### src/rtl/round_robin_arbiter_8.sv
// Eight-requester round-robin arbiter with a per-ownership hold limit.
// The winner is found by scanning the request vector from a rotating
// pointer, wrapping 7->0. An owner keeps the grant while it requests, up to
// MAX_HOLD consecutive cycles (0 = unlimited). Then the pointer moves past
// it and arbitration runs again in the same edge.
//
// state | meaning
// ------+-----------------------------------------------------------
// IDLE  | no grant outstanding, outputs zero
// GRANT | owner_q holds the resource, hold counter counts its cycles
module round_robin_arbiter_8 #(
   parameter int unsigned MAX_HOLD = 16
) (
   input  logic       Clock_In,
   input  logic       Reset_n_In,
   input  logic       Enable_In,
   input  logic [7:0] Request_In,
   output logic [7:0] Grant_Out,
   output logic [2:0] Grant_Index_Out,
   output logic       Grant_Valid_Out
);

   typedef enum logic [0:0] {
      IDLE  = 1'b0,
      GRANT = 1'b1
   } state_t;

   // The hold counter is 8 bits wide, so only the low byte of MAX_HOLD is used.
   localparam logic [7:0] MAX_HOLD_C  = MAX_HOLD[7:0];
   localparam logic       UNLIMITED_C = (MAX_HOLD == 0);

   state_t     state_q, state_d;
   logic [2:0] owner_q, owner_d;
   logic [2:0] ptr_q, ptr_d;
   logic [7:0] cnt_q, cnt_d;
   logic [7:0] grant_q, grant_d;
   logic [2:0] index_q, index_d;
   logic       valid_q, valid_d;

   logic [2:0] rel_ptr;
   logic [3:0] pick_idle;
   logic [3:0] pick_rot;
   logic       hold_ok;

   // Returns {found, index}. The search starts at 'start' and wraps 7->0.
   // The loop runs from the farthest offset down to the nearest, so the
   // requester closest to 'start' writes the result last and wins.
   function automatic logic [3:0] pick(input logic [7:0] req, input logic [2:0] start);
      logic [3:0] res;
      logic [2:0] idx;
      res = 4'd0;
      for (int k = 7; k >= 0; k--) begin
         idx = start + 3'(k);
         if (req[idx]) begin
            res = {1'b1, idx};
         end
      end
      return res;
   endfunction

   // State register: synchronous active-low reset clears everything at the edge.
   always_ff @(posedge Clock_In) begin
      if (!Reset_n_In) begin
         state_q <= IDLE;
         owner_q <= 3'd0;
         ptr_q   <= 3'd0;
         cnt_q   <= 8'd0;
         grant_q <= 8'd0;
         index_q <= 3'd0;
         valid_q <= 1'b0;
      end else begin
         state_q <= state_d;
         owner_q <= owner_d;
         ptr_q   <= ptr_d;
         cnt_q   <= cnt_d;
         grant_q <= grant_d;
         index_q <= index_d;
         valid_q <= valid_d;
      end
   end

   // Next-state logic. Disable wins over release/timeout, which wins over hold.
   always_comb begin
      state_d   = state_q;
      owner_d   = owner_q;
      ptr_d     = ptr_q;
      cnt_d     = cnt_q;
      rel_ptr   = owner_q + 3'd1;
      pick_idle = pick(Request_In, ptr_q);
      pick_rot  = pick(Request_In, rel_ptr);
      hold_ok   = Request_In[owner_q] && (UNLIMITED_C || (cnt_q < MAX_HOLD_C));

      if (!Enable_In) begin
         // The pointer is kept so that re-enabling resumes the rotation.
         state_d = IDLE;
         owner_d = 3'd0;
         cnt_d   = 8'd0;
      end else begin
         case (state_q)
            IDLE: begin
               // Entering from IDLE does not move the pointer.
               if (pick_idle[3]) begin
                  state_d = GRANT;
                  owner_d = pick_idle[2:0];
                  cnt_d   = 8'd1;
               end
            end
            GRANT: begin
               if (hold_ok) begin
                  if (cnt_q != 8'hFF) begin
                     cnt_d = cnt_q + 8'd1;
                  end
               end else begin
                  // Release or timeout. A timed-out owner that still requests
                  // takes part again and wins if nobody else is asking.
                  ptr_d = rel_ptr;
                  if (pick_rot[3]) begin
                     owner_d = pick_rot[2:0];
                     cnt_d   = 8'd1;
                  end else begin
                     state_d = IDLE;
                     owner_d = 3'd0;
                     cnt_d   = 8'd0;
                  end
               end
            end
            default: begin
               state_d = IDLE;
               owner_d = 3'd0;
               cnt_d   = 8'd0;
            end
         endcase
      end

      // Register the decoded outputs so downstream mux selects come straight from flops.
      grant_d = (state_d == GRANT) ? (8'd1 << owner_d) : 8'd0;
      index_d = (state_d == GRANT) ? owner_d : 3'd0;
      valid_d = (state_d == GRANT);
   end

   // Output logic: ports are driven directly by the registered grant image.
   always_comb begin
      Grant_Out       = grant_q;
      Grant_Index_Out = index_q;
      Grant_Valid_Out = valid_q;
   end

endmodule

### config.mk
export PLATFORM = sky130hd
export DESIGN_NAME = round_robin_arbiter_8
export DESIGN_NICKNAME = d
export VERILOG_FILES = /design/src/rtl/round_robin_arbiter_8.sv
export SDC_FILE = /design/constraint.sdc
export NUM_CORES = 1
export LEC_CHECK = 0
export CAP_MARGIN = 15
export CORE_ASPECT_RATIO = 0.8
export CORE_MARGIN = 3
export CORE_UTILIZATION = 24
export DETAILED_ROUTE_END_ITERATION = 12
export GPL_TIMING_DRIVEN = 0
export MAX_ROUTING_LAYER = met4
export SETUP_SLACK_MARGIN = 0.2
export SYNTH_ARGS = -nofsm -noshare
export SYNTH_HDL_FRONTEND = slang
export SYNTH_SLANG_ARGS = --single-unit
### constraint.sdc
create_clock -name Clock_In -period 9.1 [get_ports Clock_In]
set_clock_uncertainty 0.1 [all_clocks]
set_input_delay 1.82 -clock Clock_In [delete_from_list [all_inputs] [get_ports Clock_In]]
set_output_delay 1.82 -clock Clock_In [all_outputs]
set_load 0.01 [all_outputs]
## After elaboration in Yosys (flattened, before gate mapping)

Index checks and enable logic that the tools add are counted.

- Add/subtract/negate cells: 16
- Multipliers: 0
- Divide/modulo/power cells: 0
- $lt $le $gt $ge: 18
- Equality and inequality tests: 3
- Shift operators: 1
- Mux-type cells: 65
- Bitwise gates (word level): 2
- Reduce and logical (&&, ||, !) cells: 5

Operators with widths:

| kind | number |
|---|---|
| $lt A3 B4 Y1 const B | 17 |
| $mux W4 | 16 |
| $bmux W1 S3 | 17 |
| $add A3 B3 Y3 const B | 8 |
| $mux W8 | 3 |
| $mux W1 | 22 |
| $pmux W8 S2 | 1 |
| $add A3 B2 Y3 const B | 4 |
| $mux W3 | 4 |
| $add A3 B1 Y3 const B | 3 |
| $add A8 B1 Y8 const B | 1 |
| $lt A8 B5 Y1 const B | 1 |
| $ne A8 B8 Y1 const B | 1 |
| $shl A1 B3 Y8 const A | 1 |
| $pmux W3 S2 | 1 |
| $reduce_and A2 Y1 | 3 |
| $ne A3 B2 Y1 const B | 1 |
| $reduce_and A3 Y1 | 1 |
| $ne A2 B2 Y1 const B | 1 |
| $not A1 Y1 | 2 |
| $pmux W1 S2 | 1 |
| $logic_and A1 B1 Y1 | 1 |

- Flip-flop bits (word level): 26
- Latch bits: 0
- Bits in writable memories: 0
- ROM bits: 0
- Input port bits: 11
- Memories kept: 0

## Depth between registers and ports, before layout

- Depth in word-level cells: 17
- Gate-level depth with buffers: 15

## Worst setup path before layout

OpenSTA, ideal clock, no wires.

- Path kind: input to register
- From: input Request_In[6]
- To: register grant_q[4], in the netlist Grant_Out[4]
- Library setup time: 115 ps
- Arrival: 3876 ps
- Required time: 8885 ps
- Setup slack: 5008 ps
- Stages on the path: 9
- Path through: buf_2 > mux4_2 > nor2_1 > o21ai_1 > nor4b_2 > or3_1 > a311oi_1 > or3_4 > and3_1

- Longest elaborated chain between the ends: 15

RTL lines:

| item | RTL line | RTL |
|---|---|---|
| from (decl) | 17 | `input logic [7:0] Request_In,` |
| $bmux W1 S3 | 54 | `if (req[idx]) begin` |
| $mux W1 (not written as such) | 54 |  |
| $mux W4 (8 in a row) | 54 |  |
| $mux W3 / $mux W1 (equally long branches) | 117 | `if (pick_rot[3]) begin` |
| $mux W3 / $mux W1 (equally long branches) | 109 | `if (hold_ok) begin` |
| $pmux W3 S2 / $pmux W1 S2 (equally long branches) | 99 | `case (state_q)` |
| $mux W3 / $mux W1 (equally long branches) | 93 | `if (!Enable_In) begin` |
| $shl A1 B3 Y8 / $reduce_and A2 Y1 (equally long branches) | -- |  |
| to (signal assigned) | 76 | `grant_q <= grant_d;` |
| to (decl) | 36 | `logic [7:0] grant_q, grant_d;` |

Parallel ways exist; a longest one is shown, timed or not. The select of a mux whose other input is x is not followed.
A chain may end at the register's enable or synchronous reset.

## Worst setup path after layout

- From: input Request_In[5]
- To: register grant_q[2], in the netlist Grant_Out[2]

The elaborated chain is that of the path after synthesis.

==> results.cfg <==
[outcome]
status = finished clean

[timing]
setup_violations = 0
fmax_ghz = 0.194
worst_pin_slew_ps = 974
hold_violations = 0
period_needed_ps = 5170
min_period_over_period_pct = 56.8
slew_viol_final = 0
rsz0062_at_grt = no
tns_ps = 0
relSlewSlack_pct = 34.9

[logic_synthesis]
synth.area.top_cells = dfxtp_1 16%, mux4_2 13%, mux2i_1 11%, mux2_2 5.6%, nor2_1 4.3%
syn_nets = 380
synth_flop_cell = dfxtp_1
yosysTopAreaCell = dfxtp_1
async_flop_share_pct = 0
yosysWarningCount = 0
synth_top_area_share_pct = 16.2
ys_types = 73
syn_area_sq_mm = 0.00321
synth_cells = 364
avgSynthCellArea_sq_um = 8.82
ys_seq_area_share_pct = 16.2
synth_edf_count = 0
ys_seq_elements = 26

[clocking]
clk_latency_ps = 250
cts_root_buf = clkbuf_16
clk_path_buf_depth = 2
post-cts-setup-buffers = 0
cts-resized-gates = 0
hold_buffers = 0
cts_buffers = 3
clk_pin_slew_ps = 60
h-tree-depth = 1
clock_sinks = 26
cts_tree = built

[flow_run]
drv_cap = 0

[setup_path]
cp_slowest_cell = a2111oi_1
cp_max_fo = 10
crit_family = compound AO/OA/AOI/OAI gates
worst_ep_required_time_ps = 9170
startpoint_type = input port
cp_num_buf_inv = 2
cp.arrival_ps = 5240
worstSetupPathType = input port to flop
slowest_delay_ps = 850
worstPathCellList = clkdlybuf4s50_1, clkbuf_1, mux4_2, a22oi_2, o21ai_1, nand4_1, o211ai_1, a2111oi_1, o21ai_0, nor3_1
end_kind = flop

[hold_path]
holdCritPathClass = flop to flop

[drt]
via_per_inst = 5.56
drt-initial-drc-count = 293
vias = 3134
route.detailed.wl_per_inst_um = 17.5
drt_wl_total_um = 9860
ant_nets = 0
drcViolationCount = 0
first_pass_iters = 5

[final_layout]
n_antenna_cell = 0
area.sequential_sq_um = 520
design_area_sq_mm = 0.00373
fillers = 1388
drive_gt1_share_pct = 19.0
fin_cells = 564
fin_nets = 406
multi_input_area_sq_mm = 0.00248
area_growth_pct = 16.1

[power_and_ir_drop]
pwr-share-comb_pct = 49.8
vdd_drop_max_uv = 115
power_switching_share_pct = 37.6
fin_total_pwr_mw = 0.447
p_seq_share_pct = 27.0
clkPwrFrac_pct = 23.1
p_leak_nw = 1.28
p_switching_mw = 0.168
p_per_area_mw_per_mm2 = 120
p_int_mw = 0.279

[floorplan]
coreArea_sq_mm = 0.0130
rows = 37
io_pins = 23
die_w_um = 135
dieHeight_um = 109
fp.dieArea_sq_mm = 0.0148
start_util_pct = 24.8

[place]
port_buffers = 21
dp_cells = 560
place_congestion = 0.954
dp.final_hpwl_um = 7510
dpl_cell_area_sq_mm = 0.00364

[grt]
grt_use_met1_pct = 20.1
use_met3_pct = 2.10
grt_pass1_wl_um = 16700
grt.busiest_layer = met2
grt_usage_pct = 14.1
grt_antenna_before_repair = 0
grt_pass1_vias = 3086
grt_util_met2_pct = 21.4
grt_max_degree = 15
grt_overflow = 0
[routing by layer]
layer	vias to the layer above	share of wire, %
met5	-	0
met2	131	44
met1	1529	47
met3	18	6.7
li1	1456	-
met4	0	1.9
[cell usage in the layout, fill, tap and decap left out, drive strengths merged, types with 3 or more instances in the layout]
cell type,instances
xnor2,5
and2,3
nor2,37
a311oi,4
a2111oi,5
o21ai,10
a211oi,7
a31oi,6
and3,7
a21oi,14
buf,17
nor3,13
o2bb2ai,3
clkbuf,18
mux4,18
inv,12
mux2,24
nor2b,3
a21o,3
clkdlybuf4s50,21
ha,5
xor2,4
mux2i,34
nand2b,5
nand2,21
nand3,9
dfxtp,26
nand4,4
o311ai,6
o211ai,9
[worst paths after layout]
kind | start | end | slack [ps] | depth (start not counted)
setup / recovery | Request_In[5] | Grant_Out[2] | 3930 | 10
hold / removal | cnt_q[5] | cnt_q[5] | 400 | 2
setup reg to reg | owner_q[0] | Grant_Out[2] | 4640 | 15
hold reg to reg | cnt_q[5] | cnt_q[5] | 400 | 2
[worst min-delay path, cell delays in order (launching register included)]
cell	delay (ps)
dfxtp_1	350
a31oi_1	50
nor2_1	70
[logic make-up (layout without fill, tap and decap cells)]
family / after synthesis / count (layout) / share of synthesized area (%)
flip-flops: 26 / 26 / 16.2
multiplexers: 76 / 76 / 31.9
AND/OR/NAND/NOR: 114 / 114 / 17.7
XOR/XNOR: 10 / 10 / 4.01
AO/OA/AOI/OAI: 90 / 90 / 21.5
buffers and inverters: 43 / 68 / 6.70
adder cells (fa/ha/maj): 5 / 5 / 1.95
[flip-flops by register name (all words and copies together), names as in the netlist]
name	flops
cnt_q	8
ptr_q	3
Grant_Index_Out	3
Grant_Out	8
owner_q	3
Grant_Valid_Out	1
[Yosys cell counts, types with 2 or more instances]
| master | instances |
|---|---|
| clkbuf_1 | 14 |
| nand3_1 | 9 |
| buf_2 | 10 |
| o22a_1 | 2 |
| nor3_1 | 13 |
| mux4_2 | 18 |
| a211oi_2 | 2 |
| xnor2_1 | 3 |
| a21o_1 | 3 |
| inv_1 | 10 |
| o311ai_0 | 4 |
| a41oi_1 | 2 |
| o21bai_1 | 2 |
| mux2_4 | 2 |
| mux2i_1 | 34 |
| and2_1 | 3 |
| nand4_1 | 4 |
| o2bb2ai_1 | 3 |
| a311oi_1 | 4 |
| o211ai_2 | 2 |
| a31oi_1 | 6 |
| ha_1 | 5 |
| a2111oi_0 | 2 |
| nand2_1 | 21 |
| nor2b_1 | 3 |
| nand2b_1 | 5 |
| and3_1 | 7 |
| buf_4 | 4 |
| mux2_2 | 16 |
| o211ai_1 | 7 |
| inv_2 | 2 |
| nor4_1 | 2 |
| a211oi_1 | 5 |
| a21oi_1 | 14 |
| mux2_1 | 6 |
| o21a_1 | 2 |
| xor2_1 | 4 |
| o21ai_1 | 3 |
| o21ai_0 | 7 |
| dfxtp_1 | 26 |
| nor2_1 | 37 |
| o311ai_1 | 2 |
| buf_6 | 2 |
| a2111oi_2 | 2 |
| a221oi_1 | 2 |
[power by group through the flow]
| stage | clock [mW] | sequential (mW) | combinational (mW) |
|---|---|---|---|
| global placement | 0 | 0.123 | 0.217 |
| CTS | 0.105 | 0.121 | 0.219 |
| finish | 0.103 | 0.121 | 0.223 |
| global route | 0.109 | 0.121 | 0.244 |
| detailed placement | 0 | 0.123 | 0.217 |
| floorplan | 0 | 0.124 | 0.162 |
[stage by stage]
stage	hold slack [ps]	util, %	setup WS [ps]
after floorplan	353	-	5010
after global placement	376	28.1	3710
after detailed placement	389	28.1	3730
after CTS	410	28.8	3970
after global routing	439	28.8	3660
final	399	28.8	3930
[final cells by class]
type                            instances  area share, %
Inverter                               12           1.21
Buffer                                 31           4.56
Sequential cell                        26           14.0
Timing Repair Buffer                   21           5.64
Clock buffer                            4           2.38
Tap cell                              175           5.87
Multi-Input combinational cell        295           66.4
Power figures use the tool's default switching activity.
